### src/rtl/nota_pkg.sv
// nota_pkg: shared state encoding and parameter defaults for the note event encoder.
package nota_pkg;
    typedef enum logic [1:0] {OCIOSO, ESTABILIZA, PRESSIONADO, ERRO} estado_t;
    localparam int NUM_NOTAS_DEF     = 12;
    localparam int STABLE_CYCLES_DEF = 4;
endpackage

### src/rtl/codificador_prioridade_nota.sv
// codificador_prioridade_nota: one-hot note vector to lowest-set index plus zero/multi flags.
module codificador_prioridade_nota #(
    parameter int NUM_NOTAS = 12,
    parameter int VALOR_W   = 4
) (
    input  logic [NUM_NOTAS-1:0] nota,
    output logic [VALOR_W-1:0]   index,
    output logic                 is_zero,
    output logic                 is_multi
);
    always_comb begin
        index = '0;
        for (int k = NUM_NOTAS - 1; k >= 0; k--)
            if (nota[k]) index = VALOR_W'(k);
    end
    assign is_zero  = nota == '0;
    assign is_multi = (nota & (nota - NUM_NOTAS'(1))) != '0;
endmodule

### src/rtl/codificador_nota_evento.sv
// codificador_nota_evento: debounced one-hot key encoder with press event and error state.
// Define NOTA_PRIORIDADE_EN to resolve multi-key samples to the lowest key instead of erroring.
module codificador_nota_evento
    import nota_pkg::*;
#(
    parameter int NUM_NOTAS     = NUM_NOTAS_DEF,
    parameter int VALOR_W       = $clog2(NUM_NOTAS),
    parameter int STABLE_CYCLES = STABLE_CYCLES_DEF
) (
    input  logic                 clk,
    input  logic                 rst_n,
    input  logic                 enable,
    input  logic [NUM_NOTAS-1:0] nota,
    output logic [VALOR_W-1:0]   valor,
    output logic                 nota_valida,
    output logic                 evento,
    output logic                 erro
);
`ifdef NOTA_PRIORIDADE_EN
    localparam bit PRIO = 1'b1;
`else
    localparam bit PRIO = 1'b0;
`endif
    localparam logic [7:0] CNT_MAX = 8'(STABLE_CYCLES - 1);

    estado_t              state;
    logic [7:0]           cnt;
    logic [VALOR_W-1:0]   cand;
    logic [VALOR_W-1:0]   idx;
    logic                 is_zero;
    logic                 is_multi;
    logic                 multi;
    logic                 unica;
    logic                 erro_q;

    codificador_prioridade_nota #(.NUM_NOTAS(NUM_NOTAS), .VALOR_W(VALOR_W)) u_prio (
        .nota     (nota),
        .index    (idx),
        .is_zero  (is_zero),
        .is_multi (is_multi)
    );

    assign multi = PRIO ? 1'b0 : is_multi;
    assign unica = !is_zero && !multi;
    assign erro  = PRIO ? 1'b0 : erro_q;

    always_ff @(posedge clk or negedge rst_n) begin
        if (!rst_n) begin
            state       <= OCIOSO;
            cnt         <= '0;
            cand        <= '0;
            valor       <= '0;
            nota_valida <= 1'b0;
            evento      <= 1'b0;
            erro_q      <= 1'b0;
        end else if (!enable) begin
            state       <= OCIOSO;
            cnt         <= '0;
            cand        <= '0;
            valor       <= '0;
            nota_valida <= 1'b0;
            evento      <= 1'b0;
            erro_q      <= 1'b0;
        end else begin
            evento <= 1'b0;
            case (state)
                OCIOSO: begin
                    if (multi) begin
                        state  <= ERRO;
                        erro_q <= 1'b1;
                    end else if (unica) begin
                        cand <= idx;
                        if (CNT_MAX == '0) begin
                            state       <= PRESSIONADO;
                            valor       <= idx;
                            evento      <= 1'b1;
                            nota_valida <= 1'b1;
                        end else begin
                            state <= ESTABILIZA;
                            cnt   <= 8'd1;
                        end
                    end
                end
                ESTABILIZA: begin
                    if (multi) begin
                        state  <= ERRO;
                        erro_q <= 1'b1;
                        cnt    <= '0;
                    end else if (is_zero) begin
                        state <= OCIOSO;
                        cnt   <= '0;
                    end else if (idx != cand) begin
                        cand <= idx;
                        cnt  <= 8'd1;
                    end else if (cnt >= CNT_MAX) begin
                        state       <= PRESSIONADO;
                        valor       <= cand;
                        evento      <= 1'b1;
                        nota_valida <= 1'b1;
                    end else begin
                        cnt <= cnt + 8'd1;
                    end
                end
                PRESSIONADO: begin
                    if (is_zero) begin
                        state       <= OCIOSO;
                        nota_valida <= 1'b0;
                        cnt         <= '0;
                    end else if (multi || idx != cand) begin
                        // without an error state a new key simply starts a fresh debounce
                        if (PRIO) begin
                            cand <= idx;
                            if (CNT_MAX == '0) begin
                                valor  <= idx;
                                evento <= 1'b1;
                            end else begin
                                state       <= ESTABILIZA;
                                cnt         <= 8'd1;
                                nota_valida <= 1'b0;
                            end
                        end else begin
                            state       <= ERRO;
                            erro_q      <= 1'b1;
                            nota_valida <= 1'b0;
                            cnt         <= '0;
                        end
                    end
                end
                ERRO: begin
                    if (is_zero) begin
                        state  <= OCIOSO;
                        erro_q <= 1'b0;
                    end
                end
                default: state <= OCIOSO;
            endcase
        end
    end
endmodule

### config.mk
export PLATFORM = sky130hd
export DESIGN_NAME = codificador_nota_evento
export DESIGN_NICKNAME = d
export VERILOG_FILES = /design/src/rtl/nota_pkg.sv /design/src/rtl/codificador_prioridade_nota.sv /design/src/rtl/codificador_nota_evento.sv
export SDC_FILE = /design/constraint.sdc
export NUM_CORES = 1
export LEC_CHECK = 0
export CAP_MARGIN = 40
export CORE_UTILIZATION = 59
export DETAILED_ROUTE_END_ITERATION = 6
export PLACE_DENSITY = 0.85
export SETUP_SLACK_MARGIN = 0.05
export SLEW_MARGIN = 15
export SYNTH_ARGS = -nofsm -noshare
export SYNTH_HDL_FRONTEND = slang
export SYNTH_SLANG_ARGS = --single-unit
### constraint.sdc
create_clock -name clk -period 3.8 [get_ports clk]
set_input_delay 0.57 -clock clk [delete_from_list [all_inputs] [get_ports clk]]
set_output_delay 0.57 -clock clk [all_outputs]
set_load 0.1 [all_outputs]
==> results.json, run 1 <==
{
  "layout.area.seq_um2": 526,
  "clock-sinks": 21,
  "die_w_um": 54.7,
  "fmax_ghz": 0.300,
  "drtIter0Drc": 87,
  "tightest_slew_ns": 0.655,
  "crit_required_ns": 4.00,
  "drv_cap": 0,
  "synth_warnings": 0,
  "fp.coreArea_um2": 2540,
  "post_cts_buffers": 0,
  "grtUsageTotal_pct": 28.9,
  "synth_area_um2": 1640,
  "grt_overflow": 0,
  "ir_drop_v": 0.000262,
  "rr_endpoint": "cnt[6]",
  "period_share_pct": 87.7,
  "power_leakage_uw": 0.000852,
  "use_met1_pct": 41.8,
  "path_max_fanout": 11,
  "cts_root_buf": "clkbuf_4",
  "synth_cells": 182,
  "crit_top_cell": "or4_4",
  "dr.pass1.iters": 4,
  "reg2reg_depth": 7,
  "clkTransAtPathRegs_ns": 0.12,
  "p_per_area_nw_per_um2": 375,
  "portBuffers": 21,
  "syn_area_per_cell_um2": 9.01,
  "tns_ns": 0,
  "ios": 22,
  "cp-start-kind": "primary input",
  "slowest_delay_ns": 0.57,
  "grt_first_pass_wirelength_um": 6260,
  "cp_cell_sequence": "clkdlybuf4s50_1 > or4_4 > or4_4 > a211oi_2 > and2_1 > o21ai_2 > a41oi_4 > buf_4 > a21oi_2",
  "gr-usage-met3_pct": 3.06,
  "nNetsFinal": 236,
  "worst_clock_skew_ns": 0.00155,
  "drc": 0,
  "multiInputGateArea_um2": 985,
  "crit_type": "in -> reg",
  "syn_nets": 202,
  "initial_core_util_pct": 64.4,
  "wl_per_cell_um": 15.3,
  "rsz0062_at_grt": "no",
  "num_vias": 1517,
  "die_y_um": 54.7,
  "gr-usage-met2_pct": 45.4,
  "gp_congestion": 0.926,
  "cp-end-kind": "flip-flop",
  "antennaDiodeCount": 0,
  "rows": 18,
  "cts_resized": 0,
  "fin_crit_ns": 3.33,
  "clock_latency_ns": 0.30,
  "nFillCells": 171,
  "htree_levels": 1,
  "first_global_vias": 1349,
  "setup-violations-final": 0,
  "r2r-start": "cand[2]",
  "max_slew_margin_pct": 56.2,
  "hold_viol": 0,
  "area_growth_pct": 24.0,
  "fp.dieArea_um2": 2990,
  "drv_slew": 0,
  "yosysTopAreaCell": "dfrtp_1",
  "min_path_type": "in -> async",
  "ant_nets": 0,
  "slowest_stage": "or4_4",
  "antenna_found_initial": 0,
  "final_cell_mix": "dfrtp_1 (21), clkdlybuf4s50_1 (21), nor2_1 (14), inv_1 (12), buf_4 (11)",
  "grt_max_degree": 21,
  "synthTopCellsByArea": "dfrtp_1 (32%), mux2i_1 (4.3%), ha_1 (3.8%)",
  "yosysSeqAreaShare_pct": 32.1,
  "cts_hold_buf": 0,
  "cts_buffers": 3,
  "synth.distinct_cells": 55,
  "dp_hpwl_um": 2900,
  "worst-endpoint-arrival_ns": 3.53,
  "drive_above_1_share_pct": 18.6,
  "run_status": "finished clean",
  "via_per_inst": 6.19,
  "synth_top_area_share_pct": 32.1,
  "ys_seq_elements": 21,
  "cts_tree": "done",
  "drt-total-wl_um": 3750,
  "busiest_layer": "met2",
  "cts.path.max_buffers": 2,
  "r2r_setup_slack_ns": 1.46,
  "postLayoutCoreUtil_pct": 79.9
}
-- cell families (layout without fill, tap and decap cells) --
group / count (synthesis) / count (layout) / share of synthesized area, %
AND/OR/NAND/NOR: 71 / 71 / 24.6
buffers and inverters: 23 / 56 / 7.86
adder cells (fa/ha/maj): 6 / 6 / 4.43
AO/OA/AOI/OAI: 54 / 54 / 26.8
flip-flops: 21 / 21 / 32.1
multiplexers: 7 / 7 / 4.27
-- metrics by stage --
stage | std cells | instance area, µm² | power (µW) | setup slack, ns | hold WS [ns]
floorplan | 182 | 1640 | 561 | 0.812 | 0.274
global placement | 233 | 1890 | 630 | 0.246 | 0.515
detailed placement | 241 | 2010 | 650 | 0.152 | 0.512
CTS | 245 | 2030 | 760 | 0.498 | 0.455
global route | 245 | 2030 | 813 | 0.336 | 0.465
finish | 245 | 2030 | 763 | 0.467 | 0.454
-- cells in the mapped netlist (all sizes together) --
cell / n
dfrtp: 21
nor2: 15
a21oi: 13
inv: 12
nand2: 11
o21ai: 9
nor2b: 8
buf: 7
mux2i: 7
nor3: 7
ha: 5
a211oi: 4
a31oi: 4
clkbuf: 4
nand3: 4
nor4: 4
a221oi: 3
a41oi: 3
o22ai: 3
or4: 3
a211o: 2
and2: 2
and3: 2
and4: 2
nand2b: 2
nand3b: 2
nand4: 2
nor3b: 2
nor4b: 2
o311a: 2
o31a: 2
or3: 2
a2111o: 1
a2111oi: 1
a21boi: 1
a32o: 1
maj3: 1
o211ai: 1
o21a: 1
o21bai: 1
o31ai: 1
o32ai: 1
or2: 1
-- where the power goes --
group | internal (µW) | total, µW | switching (µW)
combinational | 155 | 380 | 224
clock | 39.3 | 111 | 71.5
sequential | 243 | 273 | 29.2
-- flip-flops by register name (all words and copies together) (netlist names) --
| signal | flops |
|---|---|
| state | 2 |
| cnt | 8 |
| valor | 4 |
| evento | 1 |
| nota_valida | 1 |
| cand | 4 |
| erro | 1 |
-- metal layers --
metal | vias to the layer above | wire length (µm) | share of wire [%]
li1 | 745 | - | -
met1 | 723 | 1770 | 47
met2 | 45 | 1760 | 47
met3 | 4 | 207 | 5.5
met4 | 0 | 18 | 0.48
met5 | - | 0 | 0
-- how the worst max path moves through the flow --
stage | start | endpoint | slack (ns) | depth (start not counted)
floorplan | nota[0] | cnt[5] | 0.81 | 10
global placement | nota[1] | cnt[3] | 0.25 | 9
detailed placement | nota[1] | cnt[6] | 0.15 | 9
CTS | nota[1] | cnt[6] | 0.50 | 9
global route | nota[4] | cnt[5] | 0.34 | 11
finish | nota[1] | cnt[6] | 0.47 | 9
-- final cells by class --
cell class / count / area share, %
Multi-Input combinational cell: 138 / 48.4
Inverter: 12 / 2.22
Clock buffer: 3 / 1.11
Tap cell: 30 / 1.85
Timing Repair Buffer: 40 / 20.3
Sequential cell: 21 / 25.8
Clock inverter: 1 / 0.246
-- critical path: cells and delay by family --
family	cells	cell delay (ns)
and+or+nand+nor	3	1.46
AOI/OAI and AO/OA	4	0.81
buffers and inverters	2	0.68
No activity file was read; power rests on OpenSTA's default activity.
==> inputs of run 2 (changes only) <==
- CAP_MARGIN: 40 -> 20
==> run 2 against run 1 <==
Against the previous run: critical endpoint is now cnt[4]; register-to-register slack worse by 0.03 ns; critical path type unchanged; highest routed layer unchanged; non-clock buffer count decreased by 7; clock skew is essentially flat; power shrank 0.80%.
==> results.json, run 2 (synthesis results as in run 1) <==
{
  "min_path_type": "in -> async",
  "drc": 0,
  "cp-start-kind": "primary input",
  "power_leakage_uw": 0.000800,
  "antennaDiodeCount": 0,
  "drtIter0Drc": 49,
  "cp-startpoint": "nota[4]",
  "clock-sinks": 21,
  "fmax_ghz": 0.300,
  "path_max_fanout": 11,
  "fin_total_pwr_uw": 757,
  "period_share_pct": 87.6,
  "die_y_um": 54.7,
  "dp_hpwl_um": 2810,
  "run_status": "finished clean",
  "max_slew_margin_pct": 35.2,
  "ios": 22,
  "cts_resized": 0,
  "via_per_inst": 6.36,
  "setup-violations-final": 0,
  "cp-end-kind": "flip-flop",
  "grt_max_degree": 22,
  "endpoint": "cnt[4]",
  "r2r_setup_slack_ns": 1.43,
  "portBuffers": 21,
  "grtUsageTotal_pct": 28.9,
  "fin_crit_ns": 3.33,
  "fp.dieArea_um2": 2990,
  "regMostFlops": "cnt",
  "largest_reg_flops": 8,
  "stdcell_count": 238,
  "rows": 18,
  "antenna_found_initial": 0,
  "clock_latency_ns": 0.30,
  "cts_tree": "done",
  "p_per_area_nw_per_um2": 393,
  "hold_viol": 0,
  "largestRegisters": "cnt x8, cand x4, valor x4",
  "nNetsFinal": 229,
  "num_vias": 1513,
  "reg2reg_depth": 7,
  "grt_overflow": 0,
  "worst-endpoint-arrival_ns": 3.57,
  "worst_clock_skew_ns": 0.00146,
  "final_cell_mix": "dfrtp_1 (21), clkdlybuf4s50_1 (21), nor2_1 (14), inv_1 (12), buf_4 (11)",
  "htree_levels": 1,
  "wl_per_cell_um": 15.8,
  "cts_hold_buf": 0,
  "initial_core_util_pct": 64.4,
  "dp.cells": 233,
  "die_w_um": 54.7,
  "ir_drop_v": 0.000289,
  "drt-total-wl_um": 3770,
  "fp.coreArea_um2": 2540,
  "tns_ns": 0,
  "drive_above_1_share_pct": 15.9,
  "clkTransAtPathRegs_ns": 0.12,
  "crit_required_ns": 4.04,
  "drv_slew": 0,
  "grt_first_pass_wirelength_um": 6300,
  "r2r-start": "cand[2]",
  "cts.path.max_buffers": 2,
  "rsz0062_at_grt": "no",
  "ant_nets": 0,
  "crit_type": "in -> reg",
  "dr.pass1.iters": 4,
  "gp_congestion": 0.926,
  "post_cts_buffers": 0,
  "first_global_vias": 1371,
  "drv_cap": 0,
  "rr_endpoint": "cnt[3]",
  "tightest_slew_ns": 0.970,
  "cts_buffers": 3,
  "area_growth_pct": 17.4,
  "cts_root_buf": "clkbuf_4"
}
-- run 2: changes by cell type in the layout (fill, tap and decap cells not counted) --
cell,previous run,this run
buf_6,0,1
buf_8,8,0
-- run 2: cell type report --
cell class                      count  area (µm²)
Sequential cell                    21         526
Inverter                           12        45.0
Clock inverter                      1        5.00
Timing Repair Buffer               33         304
Multi-Input combinational cell    138         985
Tap cell                           30        37.5
Fill cell                         194         621
Clock buffer                        3        22.5
-- run 2: how the worst min path moves through the flow --
| stage | cells after the start | from | end | slack, ns |
|---|---|---|---|---|
| final | 1 | rst_n | cand[0] | 0.48 |
| after global routing | 1 | rst_n | cand[0] | 0.49 |
| after CTS | 2 | cnt[7] | cnt[7] | 0.55 |
| after detailed placement | 2 | cnt[7] | cnt[7] | 0.51 |
| after global placement | 2 | cnt[7] | cnt[7] | 0.52 |
| after floorplan | 0 | rst_n | cand[0] | 0.27 |
-- run 2: per-layer routing --
layer  global-route usage [%]  up-vias  part of all wire (%)
met3                     4.72        4                   5.8
met2                     46.6       52                    46
met1                     39.9      730                    47
met5                        0        -                     0
li1                         -      727                     -
met4                     6.84        0                  0.61
-- run 2: per-stage QoR --
step	setup slack, ns	hold slack [ns]	cell area (µm²)	utilization (%)
6_report	0.471	0.482	1920	75.6
5_1_grt	0.298	0.490	1920	75.6
4_1_cts	0.502	0.546	1910	75.2
3_5_place_dp	0.164	0.512	1890	74.1
3_3_place_gp	0.246	0.515	1890	74.1
2_1_floorplan	0.812	0.274	1640	-
-- run 2: worst max-delay path, stage by stage --
cell and delay (ns):
clkdlybuf4s50_1 0.43, or4_1 0.62, or4_4 0.46, a211oi_2 0.25
and2_1 0.39, o21ai_2 0.13, a41oi_4 0.37, a41oi_1 0.22
a21oi_2 0.14
-- run 2: where the power goes --
part / leakage, µW / internal, µW / switching (µW)
registers: 0.000287 / 243 / 28.8
logic: 0.000496 / 150 / 225
clock network: 0.0000177 / 39.3 / 70.0
total: 0.000800 / 433 / 324
==> inputs of run 3 (changes only) <==
- HOLD_SLACK_MARGIN: default -> 0.1
==> results of run 3 <==
No change in the layout: final DEF, timing and power equal those of run 2.
==> edit 1: new RTL, settings of run 1 <==
Re-encode `estado_t` (4 values) as Gray code, 2 bits wide.
--- a/src/rtl/nota_pkg.sv
+++ b/src/rtl/nota_pkg.sv
@@ -2,3 +2,3 @@
 package nota_pkg;
-    typedef enum logic [1:0] {OCIOSO, ESTABILIZA, PRESSIONADO, ERRO} estado_t;
+    typedef enum logic [1:0] {OCIOSO = 2'b00, ESTABILIZA = 2'b01, PRESSIONADO = 2'b11, ERRO = 2'b10} estado_t;
     localparam int NUM_NOTAS_DEF     = 12;
Formal check against the unedited RTL: same outputs for any inputs over 4 cycles, from zero or initial values and one cycle with rst_n low; so few cycles prove little.
==> edit 1 against run 1 <==
Sequential cell count is the same. Via count shrank 5.1%. Synthesized area shrank 15%. Critical path depth shrank 1. Non-clock buffer count shrank 8. Hold slack gained 0.021 ns. Setup slack gained 0.22 ns. Sequential share of layout area grew 3.8 points. Cell area shrank 13%. Routed wire length grew 1.3%. Critical endpoint is now cand[3]$_DFFE_PN0P_.
Power is not compared: it rests on default switching activity, and its combinational part moved more than twofold at a synthesized area within 25%.
==> edit 1: results (changes against run 1) <==
GRT Resource Usage Total=0.328 (+0.0384); multiplexer area fraction after synthesis=0.0643 (+0.0215); largest net degree at the start of global routing=18 (-14%); CP peak stage delay=0.62 ns (+0.05 ns); Post-Place Cell Area=0.00174 sq mm (-13%); P_clk=0.114 mW; biggest regs=cnt: 8 flops, cand: 4 flops, valor: 4 flops; Worst Tran Pin Value=0.566 ns (-0.0890 ns); Num CTS Buffers=3 (unchanged); Initial DRC Count=76 (-13%); Adder-Cell Fraction of Synth Area=0.00893 (-0.0353); Synth Area in Compound Gates=0.218 (-0.0501); syn nets=173 (-14%); Max rail drop VDD=0.000247 V; number of port buffers=21 (unchanged); Crit path max-delay family=simple AND/OR/NAND/NOR gates; post-synth top area share=0.375 (+0.0544); Hold Fails Final Rpt=0 (unchanged); final setup skew=0.00708 ns (+0.00553 ns); Post-synth ARST share=1.00 (unchanged); static leakage=0.713 nW; clk buf depth=2 (unchanged); final net count=202 (-14%); Comb pwr share=0.190; clock-pin slew on the worst setup and hold paths=0.13 ns; ys flop type=dfrtp_1; Pre-antenna DRT Iters=4 (unchanged); Ant. Diodes=0 (unchanged); HP Class=in -> async; sequential area share after synthesis=0.375 (+0.0544); antenna violations before repair=0 (unchanged); outcome=completed; Synth Area in XOR/XNOR=0 (unchanged); layout cell share with drive strength beyond 1=0.135 (-0.0509); worst skew pair latency=0.31 ns; switching share of power=0.294; CP arrival=3.29 ns (-0.24 ns); CTS H-tree depth=1 (unchanged); vias=1440 (-5.1%); Area contributors post-synth=dfrtp_1, mux2i_1, nor2_1, o21ai_0, a21oi_1; Post-CTS Resized=0 (unchanged); vias in the first global route=1330 (-1.4%); sw power=0.123 mW; DP Wirelength=2790 um (-3.6%); Post-CTS Repair Setup Buffers=0 (unchanged); Yosys cell types=46 (-16%); slowest library cell on the worst path=or4_4; yosys warns=0 (unchanged); CP startpoint kind=input port; Detailed Route WL=3800 um (+1.3%); Placer Congestion=0.911 (-1.7%); Worst Path Max Fanout=9 (-2); root buf cell=clkbuf_4; global-route wire length before repair=6230 um (-0.45%); top cells by count, synth=dfrtp_1, nor2_1, nand2_1
[edit 1: changes by cell type in the layout (fill, tap and decap cells not counted), sizes merged, moves of 3 or more]
cell	delta
a21oi	-4
a31oi	-3
a41oi	-3
and2	+4
buf	-8
ha	-4
inv	-8
nor2	+3
nor2b	-7
nor4	+3
o21ai	+3
[edit 1: layout make-up]
class,count,area (sq um)
multi-input cells,123,808
fillers,145,463
inverters,5,18.8
clock inverters,1,7.51
repair buffers,32,353
flip-flops and latches,21,526
clock buffers,3,22.5
well taps,28,35.0
[edit 1: kinds of logic after synthesis]
family                     after synthesis
DFF                                     21
and+or+nand+nor                         70
adders and majority gates                1
AOI/OAI and AO/OA                       43
buffers and inverters                   13
muxes                                    9
[edit 1: through the flow]
stage,util,setup WS (ns),hold WS (ns),instances
after global placement,0.725,0.519,0.464,201
after CTS,0.793,0.766,0.493,213
after detailed placement,0.779,0.462,0.463,209
after floorplan,-,1.20,0.274,157
after global routing,0.793,0.501,0.475,213
final,0.793,0.685,0.476,213
[edit 1: path summary, 6_finish.rpt]
kind	startpoint	to	slack [ns]	cells past startpoint
setup / recovery	nota[2]	cand[3]$_DFFE_PN0P_	0.69	8
hold / removal	rst_n	state[1]$_DFFE_PN0P_	0.48	1
setup reg to reg	cnt[0]$_DFFE_PN0P_	cnt[2]$_DFFE_PN0P_	1.63	8
hold reg to reg	cnt[7]$_DFFE_PN0P_	cnt[7]$_DFFE_PN0P_	0.49	1
max in group asynchronous	rst_n	valor[0]$_DFFE_PN0P_	2.92	2
min in group clk	cnt[7]$_DFFE_PN0P_	cnt[7]$_DFFE_PN0P_	0.49	1
[edit 1: per-layer routing]
layer | global-route usage | wire length, um
met1 | 0.432 | 1570
met2 | 0.540 | 1830
met3 | 0.0727 | 325
met4 | 0.0880 | 78
met5 | 0 | 0
==> edit 2: new RTL, settings of run 1 <==
Made on the original files. Set the package constant `NUM_NOTAS_DEF` to 24 (it was 12).
--- a/src/rtl/nota_pkg.sv
+++ b/src/rtl/nota_pkg.sv
@@ -3,3 +3,3 @@
     typedef enum logic [1:0] {OCIOSO, ESTABILIZA, PRESSIONADO, ERRO} estado_t;
-    localparam int NUM_NOTAS_DEF     = 12;
+    localparam int NUM_NOTAS_DEF     = 24;
     localparam int STABLE_CYCLES_DEF = 4;
Interface: changed (resized nota and valor); port bits go from 22 to 35. The function was not compared with the original's and may differ.
==> edit 2 against run 1 <==
The run now ends with negative setup slack left. Via count is 72% higher. Cell area grew 53%. Synthesized area grew 27%. Setup slack got worse by 0.59 ns. Critical path type unchanged. Total power up 30%. Synthesized cell count up 32%. Sequential cell count rose by 2. Routed wire length is 110% higher. First-iteration DRC count grew to 4.1 times the old value.
==> edit 2: results (changes against run 1) <==
outcome=finished, violations left; violated checks=negative setup slack; number of port buffers=34 (+62%); worst skew pair latency=0.32 ns (+0.02 ns); Initial DRC Count=359 (+310%); vias=2611 (+72%); Post-Place Cell Area=0.00299 sq mm (+49%); Yosys cell types=58 (+5.5%); R2R setup slack=0.84 ns (-0.62 ns); Adder-Cell Fraction of Synth Area=0.0491 (+0.00483); CP arrival=4.12 ns (+0.59 ns); Setup WS pre-CTS=-0.319 ns (-0.471 ns); Reg2Reg Depth=9 (+2); M2 GR Usage=0.636 (+0.182); post-synthesis average cell area=8.67 sq um (-3.7%); setup violators final=12 (+12); wire per inst=20.7 um (+35%); GRT met3 Usage=0.0672 (+0.0367); WL met2=3850 um (+120%); Pre-antenna DRT Iters=7 (+3); slowest library cell on the worst path=or4_1; global-route wire length before repair=10400 um (+66%); Max rail drop VDD=0.000230 V (-12%); static leakage=1.26 nW (+47%); Final WS setup=-0.126 ns (-0.594 ns); fin cells=382 (+56%); DP Cell Count=376 (+56%); vias in the first global route=2262 (+68%); Synth Area in Compound Gates=0.270 (+0.00212); largest net degree at the start of global routing=20 (-4.8%); biggest regs=cnt: 8 flops, cand: 5 flops, valor: 5 flops; final setup skew=0.00498 ns (+0.00343 ns); DP Wirelength=5230 um (+81%); GRT Resource Usage Total=0.372 (+0.0830); Placer Congestion=0.923 (-0.39%); Critical R2R Launch=cnt[0]$_DFFE_PN0P_; Hold WS=0.473 ns (+0.0185 ns); syn nets=273 (+35%); sequential area share after synthesis=0.275 (-0.0452); Global Route met1 Usage=0.480 (+0.0615); multiplexer area fraction after synthesis=0.0527 (+0.00995)
==> edit 2: changes by cell type after synthesis, moves of 5 or more <==
cell	run 1	this run
nand2_1	10	18
or4_1	1	8
nor2b_1	8	2
a21oi_2	5	0
nor4_2	0	5
or2_2	1	6
==> edit 2: kinds of logic after synthesis <==
kind of cell / Yosys count
buffers and inverters: 20
AND/OR/NAND/NOR: 106
multiplexers: 11
flip-flops: 23
AO/OA/AOI/OAI: 72
adder cells (fa/ha/maj): 9
==> edit 2: worst register-to-register path, cell delays in order, from the launching register on <==
cell and delay (ns):
dfrtp_1 0.46, ha_1 0.26, nor4_1 0.36, nand2_1 0.21, a21oi_1 0.37, nor4_4 0.09
buf_4 0.16, buf_4 0.13, or4_4 0.54, a211oi_2 0.28
==> edit 2: cell type report <==
class                           count  area [sq um]
Sequential cell                    23           576
Multi-Input combinational cell    198          1500
Clock buffer                        3          22.5
Tap cell                           46          57.6
Inverter                           11          41.3
Fill cell                         127           249
Timing Repair Buffer              100           913
Clock inverter                      1          7.51
==> edit 2: how the worst max path moves through the flow <==
stage	startpoint	endpoint	cells past startpoint
floorplan	nota[0]	cnt[3]$_DFFE_PN0P_	10
global placement	nota[1]	cnt[3]$_DFFE_PN0P_	9
detailed placement	nota[1]	cnt[4]$_DFFE_PN0P_	10
CTS	nota[1]	cnt[4]$_DFFE_PN0P_	10
global route	nota[8]	valor[2]$_DFFE_PN0P_	12
finish	nota[8]	valor[2]$_DFFE_PN0P_	12
==> edit 2: timing repair <==
action	4_1_cts	5_1_grt
gates resized for setup	1	15
buffers inserted	0	2
endpoints found under the setup margin	2	14
pin swaps	0	9
endpoints found under the hold margin	0	0
==> edit 2: power by group <==
group,switching (mW),internal [mW]
logic,0.324,0.241
clock network,0.0819,0.0403
registers,0.0331,0.267
